==> config.mk <==
export PLATFORM = sky130hd
export DESIGN_NAME = lr_shift_pipe_flat
export DESIGN_NICKNAME = d
export VERILOG_FILES = /design/src/rtl/lr_shift_pipe_pkg.sv /design/src/rtl/lr_shift_pipe_if.sv /design/src/rtl/lr_shift_stage.sv /design/src/rtl/lr_shift_pipe.sv /design/src/flat_wrapper.sv
export SDC_FILE = /design/constraint.sdc
export NUM_CORES = 1
export LEC_CHECK = 0
export BUFFER_PORTS_ARGS = -buffer_cell sky130_fd_sc_hd__buf_2
export CORE_MARGIN = 2
export CORE_UTILIZATION = 25
export DETAILED_ROUTE_END_ITERATION = 12
export GPL_TIMING_DRIVEN = 0
export PLACE_DENSITY = 0.39
export SYNTH_ARGS = -nofsm -noshare
export SYNTH_HDL_FRONTEND = slang
export SYNTH_SLANG_ARGS = --single-unit
==> constraint.sdc <==
create_clock -name clk -period 1.8 [get_ports clk]
set_input_delay 0.18 -clock clk [delete_from_list [all_inputs] [get_ports clk]]
set_output_delay 0.18 -clock clk [all_outputs]
set_load 0.01 [all_outputs]
==> src/rtl/lr_shift_pipe_pkg.sv <==
// Shared types and helpers for the pipelined multi-mode shifter.
package lr_shift_pipe_pkg;

  localparam int MODE_W = 3;

  // Codes 5..7 are reserved and pass the data through untouched.
  typedef enum logic [MODE_W-1:0] {
    MODE_LEFT        = 3'd0,
    MODE_RIGHT       = 3'd1,
    MODE_ARITH_RIGHT = 3'd2,
    MODE_ROT_LEFT    = 3'd3,
    MODE_ROT_RIGHT   = 3'd4
  } shift_mode_e;

  function automatic int clog2(input int value);
    int r;
    int v;
    r = 0;
    v = value - 1;
    while (v > 0) begin
      r++;
      v = v >> 1;
    end
    return r;
  endfunction

endpackage

==> src/rtl/lr_shift_pipe_if.sv <==
// Valid/ready stream bundle: input words with shift controls, shifted results out.
interface lr_shift_pipe_if
  import lr_shift_pipe_pkg::*;
#(
  parameter int width = 8
);
  localparam int S = clog2(width);

  logic              iValid;
  logic              iReady;
  logic [width-1:0]  iBits;
  logic [S-1:0]      shift;
  logic [MODE_W-1:0] mode;
  logic              oValid;
  logic              oReady;
  logic [width-1:0]  oBits;

  modport master (
    output iValid, iBits, shift, mode, oReady,
    input  iReady, oValid, oBits
  );

  modport slave (
    input  iValid, iBits, shift, mode, oReady,
    output iReady, oValid, oBits
  );

endinterface

==> src/rtl/lr_shift_stage.sv <==
// One log-shifter slice: conditionally shifts/rotates by 2^k and registers the beat.
module lr_shift_stage
  import lr_shift_pipe_pkg::*;
#(
  parameter int  width = 8,
  parameter int  k     = 0,
  localparam int S     = clog2(width)
) (
  input  logic              clk,
  input  logic              rst,
  input  logic              in_valid_i,
  output logic              in_ready_o,
  input  logic [width-1:0]  in_data_i,
  input  logic [S-1:0]      in_shift_i,
  input  logic [MODE_W-1:0] in_mode_i,
  output logic              out_valid_o,
  input  logic              out_ready_i,
  output logic [width-1:0]  out_data_o,
  output logic [S-1:0]      out_shift_o,
  output logic [MODE_W-1:0] out_mode_o
);

  localparam int D = 1 << k;

  logic              valid_q, valid_d;
  logic [width-1:0]  data_q, data_d;
  logic [S-1:0]      shift_q, shift_d;
  logic [MODE_W-1:0] mode_q, mode_d;
  logic [width-1:0]  shifted;
  logic              advance;
  logic              load;

  // Arithmetic right uses the current MSB: earlier stages never change it in that mode.
  always_comb begin
    // NOTE: default first so every path assigns and no latch is inferred.
    shifted = in_data_i;
    case (in_mode_i)
      MODE_LEFT:        shifted = {in_data_i[width-1-D:0], {D{1'b0}}};
      MODE_RIGHT:       shifted = {{D{1'b0}}, in_data_i[width-1:D]};
      MODE_ARITH_RIGHT: shifted = {{D{in_data_i[width-1]}}, in_data_i[width-1:D]};
      MODE_ROT_LEFT:    shifted = {in_data_i[width-1-D:0], in_data_i[width-1:width-D]};
      MODE_ROT_RIGHT:   shifted = {in_data_i[D-1:0], in_data_i[width-1:D]};
      default:          shifted = in_data_i;
    endcase
  end

  assign advance    = valid_q && out_ready_i;
  assign in_ready_o = !valid_q || advance;
  assign load       = in_valid_i && in_ready_o;

  // Data is left in place when the slice drains, so an empty pipe still shows the last result.
  always_comb begin
    valid_d = valid_q;
    data_d  = data_q;
    shift_d = shift_q;
    mode_d  = mode_q;
    if (load) begin
      valid_d = 1'b1;
      data_d  = in_shift_i[k] ? shifted : in_data_i;
      shift_d = in_shift_i;
      mode_d  = in_mode_i;
    end else if (advance) begin
      valid_d = 1'b0;
    end
  end

  always_ff @(posedge clk or posedge rst) begin
    if (rst) begin
      // NOTE: data is reset as well so the output bus reads zero out of reset.
      valid_q <= 1'b0;
      data_q  <= '0;
      shift_q <= '0;
      mode_q  <= '0;
    end else begin
      // NOTE: non-blocking so every slice loads from its neighbour's pre-edge value.
      valid_q <= valid_d;
      data_q  <= data_d;
      shift_q <= shift_d;
      mode_q  <= mode_d;
    end
  end

  assign out_valid_o = valid_q;
  assign out_data_o  = data_q;
  assign out_shift_o = shift_q;
  assign out_mode_o  = mode_q;

endmodule

==> src/rtl/lr_shift_pipe.sv <==
// Pipelined five-mode shifter: S log-shifter slices chained with collapsing valid/ready.
module lr_shift_pipe
  import lr_shift_pipe_pkg::*;
#(
  parameter int width = 8
) (
  input  logic            clk,
  input  logic            rst,
  lr_shift_pipe_if.slave  bus
);

  localparam int S = clog2(width);

  logic [S:0]        valid_c;
  logic [S-1:0]      ready_c;
  logic [S-1:0]      down_ready;
  logic [width-1:0]  data_c  [S+1];
  logic [S-1:0]      shift_c [S+1];
  logic [MODE_W-1:0] mode_c  [S+1];
  logic [2*S+MODE_W-1:0] unused_tail;

  assign valid_c[0] = bus.iValid;
  assign data_c[0]  = bus.iBits;
  assign shift_c[0] = bus.shift;
  assign mode_c[0]  = bus.mode;

  for (genvar g = 0; g < S; g++) begin : g_stage
    // Downstream can take a word if the sink is ready or any later slice has a hole.
    assign down_ready[g] = bus.oReady || !(&valid_c[S:g+1]);

    lr_shift_stage #(
      .width (width),
      .k     (g)
    ) u_stage (
      .clk         (clk),
      .rst         (rst),
      .in_valid_i  (valid_c[g]),
      .in_ready_o  (ready_c[g]),
      .in_data_i   (data_c[g]),
      .in_shift_i  (shift_c[g]),
      .in_mode_i   (mode_c[g]),
      .out_valid_o (valid_c[g+1]),
      .out_ready_i (down_ready[g]),
      .out_data_o  (data_c[g+1]),
      .out_shift_o (shift_c[g+1]),
      .out_mode_o  (mode_c[g+1])
    );
  end

  assign bus.iReady = !rst && ready_c[0];
  assign bus.oValid = valid_c[S];
  assign bus.oBits  = data_c[S];

  assign unused_tail = {ready_c, shift_c[S], mode_c[S]};

endmodule
==> src/flat_wrapper.sv <==
// flat-port wrapper written by rule: the top's interface ports become plain ports
module lr_shift_pipe_flat import lr_shift_pipe_pkg::*;
#(
  parameter int width = 8
)
  (clk, rst, bus_iValid, bus_iBits, bus_shift, bus_mode, bus_oReady, bus_iReady, bus_oValid, bus_oBits);
  lr_shift_pipe_if #(.width(width)) bus_i ();
  input  logic clk;
  input  logic rst;
  input wire logic [$bits(bus_i.iValid)-1:0] bus_iValid;
  input wire logic [$bits(bus_i.iBits)-1:0] bus_iBits;
  input wire logic [$bits(bus_i.shift)-1:0] bus_shift;
  input wire logic [$bits(bus_i.mode)-1:0] bus_mode;
  input wire logic [$bits(bus_i.oReady)-1:0] bus_oReady;
  output wire logic [$bits(bus_i.iReady)-1:0] bus_iReady;
  output wire logic [$bits(bus_i.oValid)-1:0] bus_oValid;
  output wire logic [$bits(bus_i.oBits)-1:0] bus_oBits;
  assign bus_i.iValid = bus_iValid;
  assign bus_i.iBits = bus_iBits;
  assign bus_i.shift = bus_shift;
  assign bus_i.mode = bus_mode;
  assign bus_i.oReady = bus_oReady;
  assign bus_iReady = bus_i.iReady;
  assign bus_oValid = bus_i.oValid;
  assign bus_oBits = bus_i.oBits;
  lr_shift_pipe #(.width(width)) u_core (.clk(clk), .rst(rst), .bus(bus_i));
endmodule
* Yosys cells after proc, flatten, opt, wreduce, memory -nomap -nowiden
Index checks and enable logic that the tools add are counted. Widths: inputs -> output; s select.
Word-level totals: register bits 39, input bits 18, output and inout bits 10, logic and storage cells 62
Cells by class: equality and inequality tests 12, multiplexer cells 12, reduce and logical (&&, ||, !) cells 28
Operator list (number):
- $pmux 8 s5 | 2
- $pmux 8 s4 | 1
- $mux 8 | 3
- $eq 3x2->1 const B | 6
- $eq 3x1->1 const B | 3
- $eq 3x3->1 const B | 3
- $logic_not 3->1 | 3
- $logic_and 1x1->1 | 7
- $logic_not 1->1 | 6
- $logic_or 1x1->1 | 6
- $mux 1 | 6
- $reduce_bool 2->1 | 3
- $reduce_and 3->1 | 1
- $reduce_and 2->1 | 1
- $reduce_or 2->1 | 1

* Depth between registers and ports, before layout
depth in word-level cells 7, mapped depth 6, mapped depth without buffers 4

* Modules after synthesis
Synthesis repeated with hierarchy kept, for this count alone.
Unflattened totals: cells, all modules 270, area, all modules 2597.5 um2
By module, submodules not included:
- lr_shift_stage (u_core.g_stage[1].u_stage) | instances 1, cells each 95, area an instance 929.6 um2, sequential area each 375.4 um2
- lr_shift_stage (u_core.g_stage[0].u_stage) | instances 1, cells each 102, area an instance 894.6 um2, sequential area each 375.4 um2
- lr_shift_stage (u_core.g_stage[2].u_stage) | instances 1, cells each 69, area an instance 744.5 um2, sequential area each 375.4 um2
- lr_shift_pipe | instances 1, cells each 4, area an instance 28.8 um2, sequential area each 0.0 um2

* Worst setup path before layout
Ideal clock, no wire load.
path kind input to output, start input port rst, end output port bus_iReady, data arrival time 1.232 ns, slack 0.388 ns, stages 2, cell sequence inv_1 -> and2_1
Between the ends: word-level cells in the longest chain between the ends 2
RTL lines:
- from (decl) | RTL line flat_wrapper.sv:9 | input logic rst;
- $logic_not 1->1 | RTL line lr_shift_pipe.sv:50 | assign bus.iReady = !rst && ready_c[0];
- $logic_and 1x1->1 | RTL line lr_shift_pipe.sv:50
- to (decl) | RTL line flat_wrapper.sv:15 | output wire logic [$bits(bus_i.iReady)-1:0] bus_iReady;
No other way between the ends.

* Final worst setup path
start register u_core.g_stage[2].u_stage.valid_q, end register u_core.g_stage[0].u_stage.data_q[0]
Between the ends: word-level cells in the longest chain between the ends 6
RTL lines:
- from (decl) | RTL line lr_shift_stage.sv:25 | logic valid_q, valid_d;
- from (signal assigned) | RTL line lr_shift_stage.sv:76 | valid_q <= valid_d;
- $reduce_and 3->1 | RTL line lr_shift_pipe.sv:29 | assign down_ready[g] = bus.oReady || !(&valid_c[S:g+1]);
- $logic_not 1->1 | RTL line lr_shift_pipe.sv:29
- $logic_or 1x1->1 | RTL line lr_shift_pipe.sv:29
- $logic_and 1x1->1 | RTL line lr_shift_stage.sv:47 | assign advance = valid_q && out_ready_i;
- $logic_or 1x1->1 | RTL line lr_shift_stage.sv:48 | assign in_ready_o = !valid_q || advance;
- $logic_and 1x1->1 | RTL line lr_shift_stage.sv:49 | assign load = in_valid_i && in_ready_o;
- to (signal assigned) | RTL line lr_shift_stage.sv:77 | data_q <= data_d;
- to (decl) | RTL line lr_shift_stage.sv:26 | logic [width-1:0] data_q, data_d;
No other way between the ends. A chain may end at the register's enable or synchronous reset.

==> impl_metrics.py <==
metrics = {
    "cts": {
        "clk_pin_slew_worst_paths_ns": 0.07,
        "cts_tree": "yes",
        "htreeDepth": 2,
        "clockBufferDepth": 2,
        "cts-buffers-inserted": 5,
        "post-cts-setup-buffers": 0,
        "insertion_delay_ns": 0.29,
        "clkSinkCount": 36,
        "root_buffer": "clkbuf_8",
        "cts_hold_buf": 0,
        "cts_resized": 0,
    },
    "floorplan": {
        "fp.dieH_um": 101,
        "die-area_um2": 10200,
        "rows": 35,
        "io_pins": 28,
        "coreArea_um2": 9150,
        "die_w_um": 101,
        "start_util": 0.256,
    },
    "global_route": {
        "grt_pass1_vias": 1967,
        "grt_pass1_wl_um": 10400,
        "grt_use_total": 0.130,
        "grt_max_degree": 38,
        "antenna_found_initial": 0,
        "overflow": 0,
    },
    "final_layout": {
        "antenna_cells": 0,
        "postLayoutCellArea_um2": 2710,
        "fin_cells": 416,
        "fillers": 974,
        "area_delta_synth_final_pct": 15.7,
        "layout_commonest_cell": "buf_2",
        "nets": 322,
        "ff_latch_area_um2": 901,
        "layout_common_cells": "37 x buf_2, 36 x nor2_1, 36 x dfrtp_1",
        "drive_above_1_share": 0.220,
        "multi_input_area_um2": 1270,
        "final_util": 0.297,
    },
    "logic_synthesis": {
        "ys_seq_elements": 36,
        "ys_async_sr_fraction": 1.00,
        "syn_inst": 270,
        "yosys_warnings": 0,
        "syn-num-nets": 288,
        "synth_edf_count": 0,
        "syn_area_per_cell_um2": 8.69,
        "ys.flop_type": "dfrtp_1",
        "synth_cell_types": 39,
        "netlist_area_um2": 2350,
        "yosysSeqAreaShare": 0.384,
    },
    "pwr": {
        "leakagePower_nw": 1.14,
        "vdd_drop_max_mv": 0.300,
        "p_per_area_nw_per_um2": 1100,
    },
    "sta": {
        "finalSetupTns_ns": 0,
        "finalMaxSlewViolations": 0,
        "rsz0062_at_grt": "no",
        "period_share": 0.853,
        "tightest_slew_ns": 0.792,
        "hold_viol": 0,
        "relSlewSlack": 0.471,
        "holdWs_ns": 0.0327,
        "fmax_ghz": 0.651,
        "clock-skew-final_ns": 0.0121,
        "fin_crit_ns": 1.54,
        "finalSetupViolCount": 0,
    },
    "worst_setup_path": {
        "crit_path_max_fanout": 10,
        "reg2reg_depth": 5,
        "crit_required_ns": 1.97,
        "worstPathArrival_ns": 1.71,
        "crit_path_end_kind": "flip-flop",
        "r2r_slack_ns": 0.26,
        "start_kind": "flip-flop",
        "criticalPathCategory": "flip-flop to flip-flop",
    },
    "place": {
        "place.gp.congestion": 0.796,
        "port_buffers": 27,
        "hpwl_um": 4640,
        "dp_cells": 408,
        "placed_area_um2": 2620,
    },
    "drt": {
        "dr.pass1.iters": 4,
        "drc": 0,
        "via_per_inst": 5.01,
        "ant_nets": 0,
        "drt_iter0_drc": 93,
        "routed_wirelength_um": 6250,
        "wl_per_cell_um": 15.0,
        "via_count": 2085,
    },
    "status": {
        "status": "completed",
    },
    "min_path": {
        "hold_class": "input port to async pin",
    },
    "run": {
        "drv_cap": 0,
    },
}
[metal layers]
metal | global-route usage | vias to the layer above | routed length [um] | part of all wire
met5 | 0 | - | 0 | 0
met2 | 0.209 | 34 | 2840 | 0.45
met4 | 0.0337 | 0 | 67 | 0.011
li1 | - | 1045 | - | -
met1 | 0.179 | 1000 | 3180 | 0.51
met3 | 0.0257 | 6 | 167 | 0.027
[kinds of logic after synthesis]
kind of cell	synth area share
flip-flops	0.384
AND/OR/NAND/NOR	0.199
buffers and inverters	0.0741
multiplexers	0.0816
XOR/XNOR	0.0155
AO/OA/AOI/OAI	0.246
[final cells by class]
class	instances	share of cell area
buffer	29	0.0572
multi-input combinational	200	0.468
timing repair buffer	27	0.0498
tap	111	0.0512
clock inverter	1	0.00277
inverter	5	0.00692
sequential	36	0.332
clock buffer	7	0.0318
[cells in the mapped netlist (all sizes together), types with 3 or more instances]
cell | count | share of area
dfrtp | 36 | 0.38
nor2 | 36 | 0.058
nand2 | 25 | 0.040
o21ai | 25 | 0.055
buf | 19 | 0.050
a21oi | 18 | 0.038
clkbuf | 10 | 0.016
a32o | 9 | 0.038
mux2 | 9 | 0.043
mux2i | 9 | 0.038
nor4b | 8 | 0.030
nor2b | 7 | 0.019
a22o | 6 | 0.022
nand2b | 6 | 0.016
a22oi | 5 | 0.016
inv | 5 | 0.0080
o211ai | 4 | 0.013
nor3b | 3 | 0.012
o21a | 3 | 0.0096
o22ai | 3 | 0.0080
o31ai | 3 | 0.0096
[flip-flops by register name, summed over array words and instances, names as in the netlist]
| register | flops |
|---|---|
| u_core.g_stage.u_stage.out_valid_o | 3 |
| u_core.g_stage.u_stage.out_shift_o | 3 |
| u_core.g_stage.u_stage.out_mode_o | 6 |
| u_core.g_stage.u_stage.out_data_o | 24 |
[report_power, final]
group | leakage (nW) | switching, mW | internal [mW] | total, mW
clock | 0.0445 | 0.306 | 0.311 | 0.618
combinational | 0.663 | 0.607 | 0.562 | 1.17
sequential | 0.433 | 0.187 | 1.02 | 1.21
total | 1.14 | 1.10 | 1.90 | 3.00
[path summary, 6_finish.rpt]
check	start	to
max	u_core.g_stage[2].u_stage.out_valid_o$_DFFE_PP0P_	u_core.g_stage[0].u_stage.out_data_o[0]$_DFFE_PP0P_
min	rst	u_core.g_stage[2].u_stage.out_valid_o$_DFFE_PP0P_
max reg2reg	u_core.g_stage[2].u_stage.out_valid_o$_DFFE_PP0P_	u_core.g_stage[0].u_stage.out_data_o[0]$_DFFE_PP0P_
min reg2reg	u_core.g_stage[0].u_stage.out_valid_o$_DFFE_PP0P_	u_core.g_stage[1].u_stage.out_valid_o$_DFFE_PP0P_
max in group asynchronous	rst	u_core.g_stage[0].u_stage.out_mode_o[2]$_DFFE_PP0P_
min in group clk	bus_iValid	u_core.g_stage[0].u_stage.out_valid_o$_DFFE_PP0P_
[per-stage QoR]
stage	power [mW]	setup slack, ns
2_1_floorplan	2.05	0.388
3_3_place_gp	2.40	-0.230
3_5_place_dp	2.40	0.261
4_1_cts	3.03	0.242
5_1_grt	3.23	0.0894
6_report	3.00	0.264
[critical path, stage by stage (launching register included)]
cell      delay, ns
dfrtp_1        0.39
nand4b_1       0.16
nand2_1        0.16
clkbuf_1       0.39
nor2_1         0.09
a22o_1         0.22
No activity file was read; power rests on OpenSTA's default activity.
